File: src/rtl/sigma_pkg.sv
`default_nettype none
// +----------------------------------------------------------------------+
// | Module  : sigma_pkg                                                   |
// | Purpose : Shared constants and types for the matrix serializer:       |
// |           IEEE-754 double field widths and the streaming FSM state.   |
// | Ports   : none (package)                                              |
// | Rev     : 1.0  initial release                                        |
// +----------------------------------------------------------------------+
package sigma_pkg;

  localparam int FP_WIDTH   = 64;
  localparam int EXP_WIDTH  = 11;
  localparam int FRAC_WIDTH = 52;

  // Explicitly encoded 2-bit state space of the serializer FSM.
  typedef enum logic [1:0] {
    ST_IDLE   = 2'd0,
    ST_STREAM = 2'd1,
    ST_DONE   = 2'd2
  } state_t;

endpackage : sigma_pkg
`default_nettype wire

File: src/rtl/fp64_ftz.sv
`default_nettype none
// +----------------------------------------------------------------------+
// | Module  : fp64_ftz                                                    |
// | Purpose : Combinational flush-to-zero for IEEE-754 doubles. A         |
// |           subnormal (exponent 0, fraction nonzero) becomes a signed   |
// |           zero; every other encoding passes through unchanged.        |
// | Ports   : i_data [63:0]  value in                                     |
// |           o_data [63:0]  flushed value out                            |
// | Rev     : 1.0  initial release                                        |
// +----------------------------------------------------------------------+
module fp64_ftz
  import sigma_pkg::*;
(
  input  logic [FP_WIDTH-1:0] i_data,
  output logic [FP_WIDTH-1:0] o_data
);

  logic w_exp_zero;
  logic w_frac_nonzero;

  always_comb begin
    w_exp_zero     = (i_data[FP_WIDTH-2 -: EXP_WIDTH] == '0);
    w_frac_nonzero = (i_data[FRAC_WIDTH-1:0] != '0);
    o_data         = i_data;
    if (w_exp_zero && w_frac_nonzero) begin
      // Keep the sign so -subnormal flushes to -0.0.
      o_data = {i_data[FP_WIDTH-1], {(FP_WIDTH-1){1'b0}}};
    end
  end

endmodule : fp64_ftz
`default_nettype wire

File: src/rtl/matrix_serialize.sv
`default_nettype none
// +----------------------------------------------------------------------+
// | Module  : matrix_serialize                                            |
// | Purpose : Captures a SIZE x SIZE matrix of doubles on load and        |
// |           streams its elements out row-major over a valid/ready       |
// |           handshake, then pulses done for one cycle.                  |
// | Config  : SIGMA_FTZ_EN - when defined, subnormal elements are output  |
// |           as signed zero through fp64_ftz.                            |
// | Ports   : clk         clock (rising edge)                             |
// |           rst         synchronous reset, active low                   |
// |           mat         packed matrix, (i,j) at [64*(i*SIZE+j) +: 64]   |
// |           load        capture request (honoured in IDLE/DONE only)    |
// |           busy        streaming in progress                           |
// |           elem        current element                                 |
// |           elem_valid  elem is valid                                   |
// |           elem_ready  downstream accepts elem                         |
// |           elem_row    row index of elem                               |
// |           elem_col    column index of elem                            |
// |           last        elem is element (SIZE-1, SIZE-1)                |
// |           done        one-cycle pulse after the final transfer        |
// | Rev     : 1.0  initial release                                        |
// +----------------------------------------------------------------------+
module matrix_serialize
  import sigma_pkg::*;
#(
  parameter int SIZE = 2,
  localparam int IW  = (SIZE > 1) ? $clog2(SIZE) : 1
) (
  input  logic                         clk,
  input  logic                         rst,
  input  logic [SIZE*SIZE*FP_WIDTH-1:0] mat,
  input  logic                         load,
  output logic                         busy,
  output logic [FP_WIDTH-1:0]          elem,
  output logic                         elem_valid,
  input  logic                         elem_ready,
  output logic [IW-1:0]                elem_row,
  output logic [IW-1:0]                elem_col,
  output logic                         last,
  output logic                         done
);

  localparam int NE  = SIZE * SIZE;
  localparam int NIW = (NE > 1) ? $clog2(NE) : 1;
  localparam logic [IW-1:0] C_MAX_IDX = IW'(SIZE - 1);

  state_t                   r_state;
  state_t                   w_next_state;
  logic [NE*FP_WIDTH-1:0]   r_mat;
  logic [IW-1:0]            r_row;
  logic [IW-1:0]            r_col;
  // Flat element index kept alongside row/col so the element select
  // needs no multiplier.
  logic [NIW-1:0]           r_idx;

  logic                     w_streaming;
  logic                     w_can_load;
  logic                     w_xfer;
  logic                     w_at_last;
  logic [FP_WIDTH-1:0]      w_raw;
  logic [FP_WIDTH-1:0]      w_elem;

  assign w_streaming = (r_state == ST_STREAM);
  assign w_can_load  = (r_state == ST_IDLE) || (r_state == ST_DONE);
  assign w_xfer      = w_streaming && elem_ready;
  assign w_at_last   = (r_row == C_MAX_IDX) && (r_col == C_MAX_IDX);

  // ------------------------------------------------------------------
  // FSM: state register
  // ------------------------------------------------------------------
  always_ff @(posedge clk) begin
    if (!rst) begin
      r_state <= ST_IDLE;
    end else begin
      r_state <= w_next_state;
    end
  end

  // ------------------------------------------------------------------
  // FSM: next-state logic
  // ------------------------------------------------------------------
  always_comb begin
    w_next_state = r_state;
    case (r_state)
      ST_IDLE: begin
        if (load) w_next_state = ST_STREAM;
      end
      ST_STREAM: begin
        if (w_xfer && w_at_last) w_next_state = ST_DONE;
      end
      ST_DONE: begin
        w_next_state = load ? ST_STREAM : ST_IDLE;
      end
      default: w_next_state = ST_IDLE;
    endcase
  end

  // ------------------------------------------------------------------
  // Capture register and index counters
  // ------------------------------------------------------------------
  always_ff @(posedge clk) begin
    if (!rst) begin
      r_mat <= '0;
      r_row <= '0;
      r_col <= '0;
      r_idx <= '0;
    end else if (w_can_load && load) begin
      r_mat <= mat;
      r_row <= '0;
      r_col <= '0;
      r_idx <= '0;
    end else if (w_xfer) begin
      if (w_at_last) begin
        // Park at (0,0) so indices read zero while idle.
        r_row <= '0;
        r_col <= '0;
        r_idx <= '0;
      end else begin
        r_idx <= r_idx + 1'b1;
        if (r_col == C_MAX_IDX) begin
          r_col <= '0;
          r_row <= r_row + 1'b1;
        end else begin
          r_col <= r_col + 1'b1;
        end
      end
    end
  end

  // Element select from the captured copy, never from the live input.
  always_comb begin
    w_raw = r_mat[FP_WIDTH*int'(r_idx) +: FP_WIDTH];
  end

`ifdef SIGMA_FTZ_EN
  fp64_ftz u_ftz (
    .i_data (w_raw),
    .o_data (w_elem)
  );
`else
  assign w_elem = w_raw;
`endif

  // ------------------------------------------------------------------
  // FSM: output logic
  // ------------------------------------------------------------------
  always_comb begin
    busy       = w_streaming;
    elem_valid = w_streaming;
    done       = (r_state == ST_DONE);
    last       = w_streaming && w_at_last;
    elem       = w_streaming ? w_elem : '0;
    elem_row   = r_row;
    elem_col   = r_col;
  end

endmodule : matrix_serialize
`default_nettype wire

File: config.mk
export PLATFORM = sky130hd
export DESIGN_NAME = matrix_serialize
export DESIGN_NICKNAME = d
export VERILOG_FILES = /design/src/rtl/sigma_pkg.sv /design/src/rtl/fp64_ftz.sv /design/src/rtl/matrix_serialize.sv
export SDC_FILE = /design/constraint.sdc
export NUM_CORES = 1
export LEC_CHECK = 0
export ABC_AREA = 1
export BUFFER_PORTS_ARGS = -buffer_cell sky130_fd_sc_hd__buf_2
export CORE_UTILIZATION = 40
export CTS_CLUSTER_DIAMETER = 80
export CTS_CLUSTER_SIZE = 20
export DETAILED_ROUTE_END_ITERATION = 16
export PLACE_DENSITY_LB_ADDON = 0.2
export SLEW_MARGIN = 15
export SYNTH_ARGS = -nofsm -noshare
export SYNTH_HDL_FRONTEND = slang
export SYNTH_SLANG_ARGS = --single-unit
File: constraint.sdc
create_clock -name clk -period 1.8 [get_ports clk]
set_input_delay 0.36 -clock clk [delete_from_list [all_inputs] [get_ports clk]]
set_output_delay 0.36 -clock clk [all_outputs]
set_load 0.02 [all_outputs]
# After elaboration in Yosys (flattened, before gate mapping)
# Index checks and enable logic that the tools add are counted.
# totals
ff_bits,262
out_inout_bits,70
# classes
n_addsub,3
n_eq_ne,4
shift,1
n_mux,10
bitwise_logic,1
n_reduce_logical,11
# ops
operator,n
variable part select 256 x 9 -> 64 bit,1
two-way mux 64 bit,1
two-way mux 2 bit,3
one-hot mux 2 bit (3 select lines),1
logical AND 1 bit,5
two-way mux 1 bit,5
AND reduction 2 bit,2
"adder 1 bit, second input constant",2
"adder 2 x 1 -> 2 bit, second input constant",1
"== test 2 x 1 -> 1 bit, second input constant",1
"== test 2 bit, second input constant",1
logical NOT 2 bit,1
"inequality test 2 x 1 -> 1 bit, second input constant",1
"inequality test 2 bit, second input constant",1
nonzero test 2 bit,1
OR reduction 2 bit,1
logical OR 1 bit,1
inverter 1 bit,1

# Depth between registers and ports, before layout
# depth
word_depth,5
mapped_depth,8
mapped_depth_nobuf,7

# Worst setup path after synthesis
# No wires, ideal clock.
# synth_path
path_type,register to output
startpoint,register r_idx[0]
endpoint,output elem[54]
arrival_ps,1259
required_time_ps,1440
setup_slack_ps,181
path_stages_with_launch,9
n_path_buf,3
path_cell_list,dfxtp_1 inv_2 buf_6 buf_6 buf_6 nand2_1 o21ai_1 nand2_1 a21oi_1
# synth_via
elab_chain_cells,2
# synth_rtl
item,line,text
from (decl),matrix_serialize.sv:54,logic [NIW-1:0] r_idx;
from (signal assigned),matrix_serialize.sv:119,r_idx <= r_idx + 1'b1;
variable part select 256 x 9 -> 64 bit,matrix_serialize.sv:132,w_raw = r_mat[FP_WIDTH*int'(r_idx) +: FP_WIDTH];
two-way mux 64 bit,matrix_serialize.sv:152,elem = w_streaming ? w_elem : '0;
to (decl),matrix_serialize.sv:34,"output logic [FP_WIDTH-1:0] elem,"
# Every way passes these cells.

# Final worst setup path
# layout_path
startpoint,register r_idx[0]
endpoint,output elem[22]
# The elaborated chain is that of the path after synthesis.

==> results_dict.tcl <==
set metrics [dict create \
    required_ps 1440 \
    dp_hpwl_um 22200 \
    fin_crit_sh_pct 123 \
    cpMaxStageDelayCell "dfxtp_4" \
    finish.net_count 2172 \
    report.final.setup_viol 64 \
    drive_gt1_share_pct 24.9 \
    netlist-cell-type-count 18 \
    power_per_cell_area_nw_per_um2 854 \
    synth_area_um2 11200 \
    crit_path_start_kind "flop" \
    critical_path_class "flop to output port" \
    postLayoutCellArea_um2 14600 \
    ys_ff_latch 262 \
    final.setup.tns_ps -20730 \
    synthToLayoutAreaGrowth_pct 29.9 \
    synthArstFlopShare_pct 0 \
    layout_min_cycle_time_ps 2210 \
    overflow 0 \
    holdWs_ps 109 \
    r2r_cells 5 \
    worst_skew_pair_latency_ps 490 \
    timing.max_slew.rel_slack_pct 73.0 \
    n_fill_cell 2805 \
    drc_errors 0 \
    start_util_pct 40.6 \
    timing.reg2reg.setup_slack_ps 320 \
    rsz_0062_raised_after_global_routing "yes" \
    syn_avg_cell_area_um2 6.83 \
    synthCells 1647 \
    violated_checks "negative setup slack" \
    critical_path.reg2reg.startpoint "r_state[0]" \
    setup.worst_path.end_class "output port" \
    cts_tree "done" \
    multi_input_area_um2 5340 \
    top_level_ports 330 \
    pin_slew_with_the_least_headroom_to_its_limit_ps 405 \
    number_of_global_route_vias_before_repair 10400 \
    detailroute.via_count 11400 \
    cts.hold.buffers_added 0 \
    detailed_route_wirelength_on_metal2_um 16100 \
    met3_wl_um 2180 \
    die_h_um 170 \
    worstPathArrival_ps 1850 \
    ys_warn_count 0 \
    hp-start "mat[134]" \
    pin_count_of_the_biggest_net_entering_global_routing 94 \
    drv.max_cap_violation_count 0 \
    synth_flop_cell "dfxtp_1" \
    drt-wirelength-per-cell_um 15.1 \
    grt_use_total_pct 23.0 \
    cts_htree_levels 1 \
    grt_pass1_wl_um 53500 \
    critical_path.max_stage_delay_ps 410 \
    drt.antenna.violating_nets 0 \
    synth_top_area_cell "dfxtp_1" \
    worstPathMaxFanout 6 \
    cts_buffers 17 \
    number_of_enable_type_register_cells_in_the_synthesized_netlist 0 \
    post_synth_main_area_contributors "dfxtp_1 47%, nor2_1 17%, o21ai_0 15%" \
    result_of_the_run "finished with violations" \
    syn-num-nets 1907 \
    cp-startpoint "r_idx[0]" \
    ir_worst_vdd_mv 0.577 \
    grt_antenna_before_repair 8 \
    critical-path-top-cell-by-count "buf_12" \
    crit_chain "buf_12 > buf_12 > buf_16 > nor2_4 > nor2_2 > o21ai_1 > a21oi_1 > buf_4" \
    hold_path_depth 3 \
    detail_route.vias_per_cell 4.97 \
    synth_top_cells_by_count "520 x nor2_1, 348 x o21ai_0, 262 x dfxtp_1" \
    clock-skew-final_ps 7.41 \
    clock.fmax_ghz 0.452 \
    timing_max_transition_violations_final 0 \
    register_clock_pin_slew_on_the_reported_worst_setup_and_hold_paths_ps 90 \
    core_region_area_um2 27700 \
    place.port_buffers 329 \
    place.gp.congestion 0.806 \
    die_x_um 170 \
    detailedRoute.firstIterationViolations 819 \
    setup.worst_path.end "elem[22]" \
    clock_sinks 262 \
    final-seq-area_um2 5250 \
    postLayoutCoreUtil_pct 52.7 \
    cts_buffer_depth 3 \
    rows 61 \
    ctsRootBufferMaster "clkbuf_16" \
    synth_largest_type_area_fraction_pct 46.6 \
    met1_length_um 15600 \
    cellLeakagePower_nw 6.19 \
    area_of_the_die_um2 28800 \
    totalWireLength_um 34600 \
    synth_seq_area_share_pct 46.6 \
    setup_slack_ps -413 \
    hold_viol 0 \
    timing.hold.worst.class "primary input to flop" \
    post_dp_cell_area_um2 13300 \
    maxUsedRoutingLayer "met5" \
    dr.pass1.iters 7 \
    crit-reg2reg-capture "r_mat[101]" \
    yosys.cell_count.top_type "nor2_1" \
]
-- registers in the layout, indices dropped and copies added (netlist names) --
signal and cells:
r_state 2, r_mat 256, elem_row 1, elem_col 1
r_idx 2
-- placed cells by master (no fill, tap or decap) --
cell	instances
nand2_8	2
nand2_2	12
inv_6	1
inv_12	1
a21oi_2	32
nand4_1	1
nand3_1	1
buf_8	2
a21oi_1	99
nor2_4	4
dfxtp_4	2
o21ai_0	280
diode_2	4
clkbuf_16	18
inv_4	2
nor2_2	10
clkbuf_1	1
clkinv_8	1
clkinv_4	1
buf_4	60
nand3b_1	1
o21ai_1	96
inv_2	1
buf_2	263
buf_16	10
o21ai_2	9
dfxtp_2	1
buf_12	21
inv_1	69
nor2_1	507
dfxtp_1	259
buf_6	23
nand2_1	123
-- worst min path at each step --
stage	slack, ps	endpoint
2_1_floorplan	420	r_mat[127]
3_3_place_gp	430	r_mat[87]
3_5_place_dp	440	r_mat[82]
4_1_cts	90	r_mat[134]
5_1_grt	100	r_mat[24]
6_report	110	r_mat[134]
-- routing by layer --
layer | vias up | global-route usage (%)
met5 | - | 0
met4 | 6 | 5.84
met3 | 50 | 3.82
met2 | 323 | 38.5
met1 | 5201 | 30.6
li1 | 5824 | -
-- critical path: cells and delay by family, from the launching register on --
kind	cells	cell delay (ps)
AO/OA/AOI/OAI	2	240
buffers and inverters	4	560
flip-flops	1	410
AND/OR/NAND/NOR	2	120
-- cell type report --
type,count,share of cell area (%)
multi-input combinational,1177,36.6
antenna,4,0.0685
tap,378,3.24
clock buffer,18,2.94
clock inverter,2,0.171
sequential,262,36.0
inverter,74,2.06
timing repair buffer,380,19.0
-- stage by stage --
stage	total power, mW	worst slack (ps)	cells
after global routing	13.2	-498	2294
after global placement	8.60	110	2258
final	12.5	-413	2295
after floorplan	7.88	181	1647
after CTS	12.5	-419	2290
after detailed placement	8.65	82.0	2258
-- cell families (layout without fill, tap and decap cells) --
group | after synthesis | in the layout | share of synthesized area [%]
buffers and inverters | 208 | 474 | 8.23
flip-flops | 262 | 262 | 46.6
AND/OR/NAND/NOR | 661 | 661 | 22.2
AO/OA/AOI/OAI | 516 | 516 | 23.0
other | 0 | 4 | 0
-- power breakdown --
part / total, mW / internal (mW) / switching (mW)
clock network: 3.73 / 1.73 / 2.01
logic: 2.25 / 0.948 / 1.30
registers: 6.50 / 6.28 / 0.223
-- what timing repair did --
action                                  CTS  global route
pin swaps                                 8            18
gates resized for setup                 144           118
endpoints found under the setup margin   67            67
cloned                                    7             1
setup buffers                             5             1
Power figures use the tool's default switching activity.
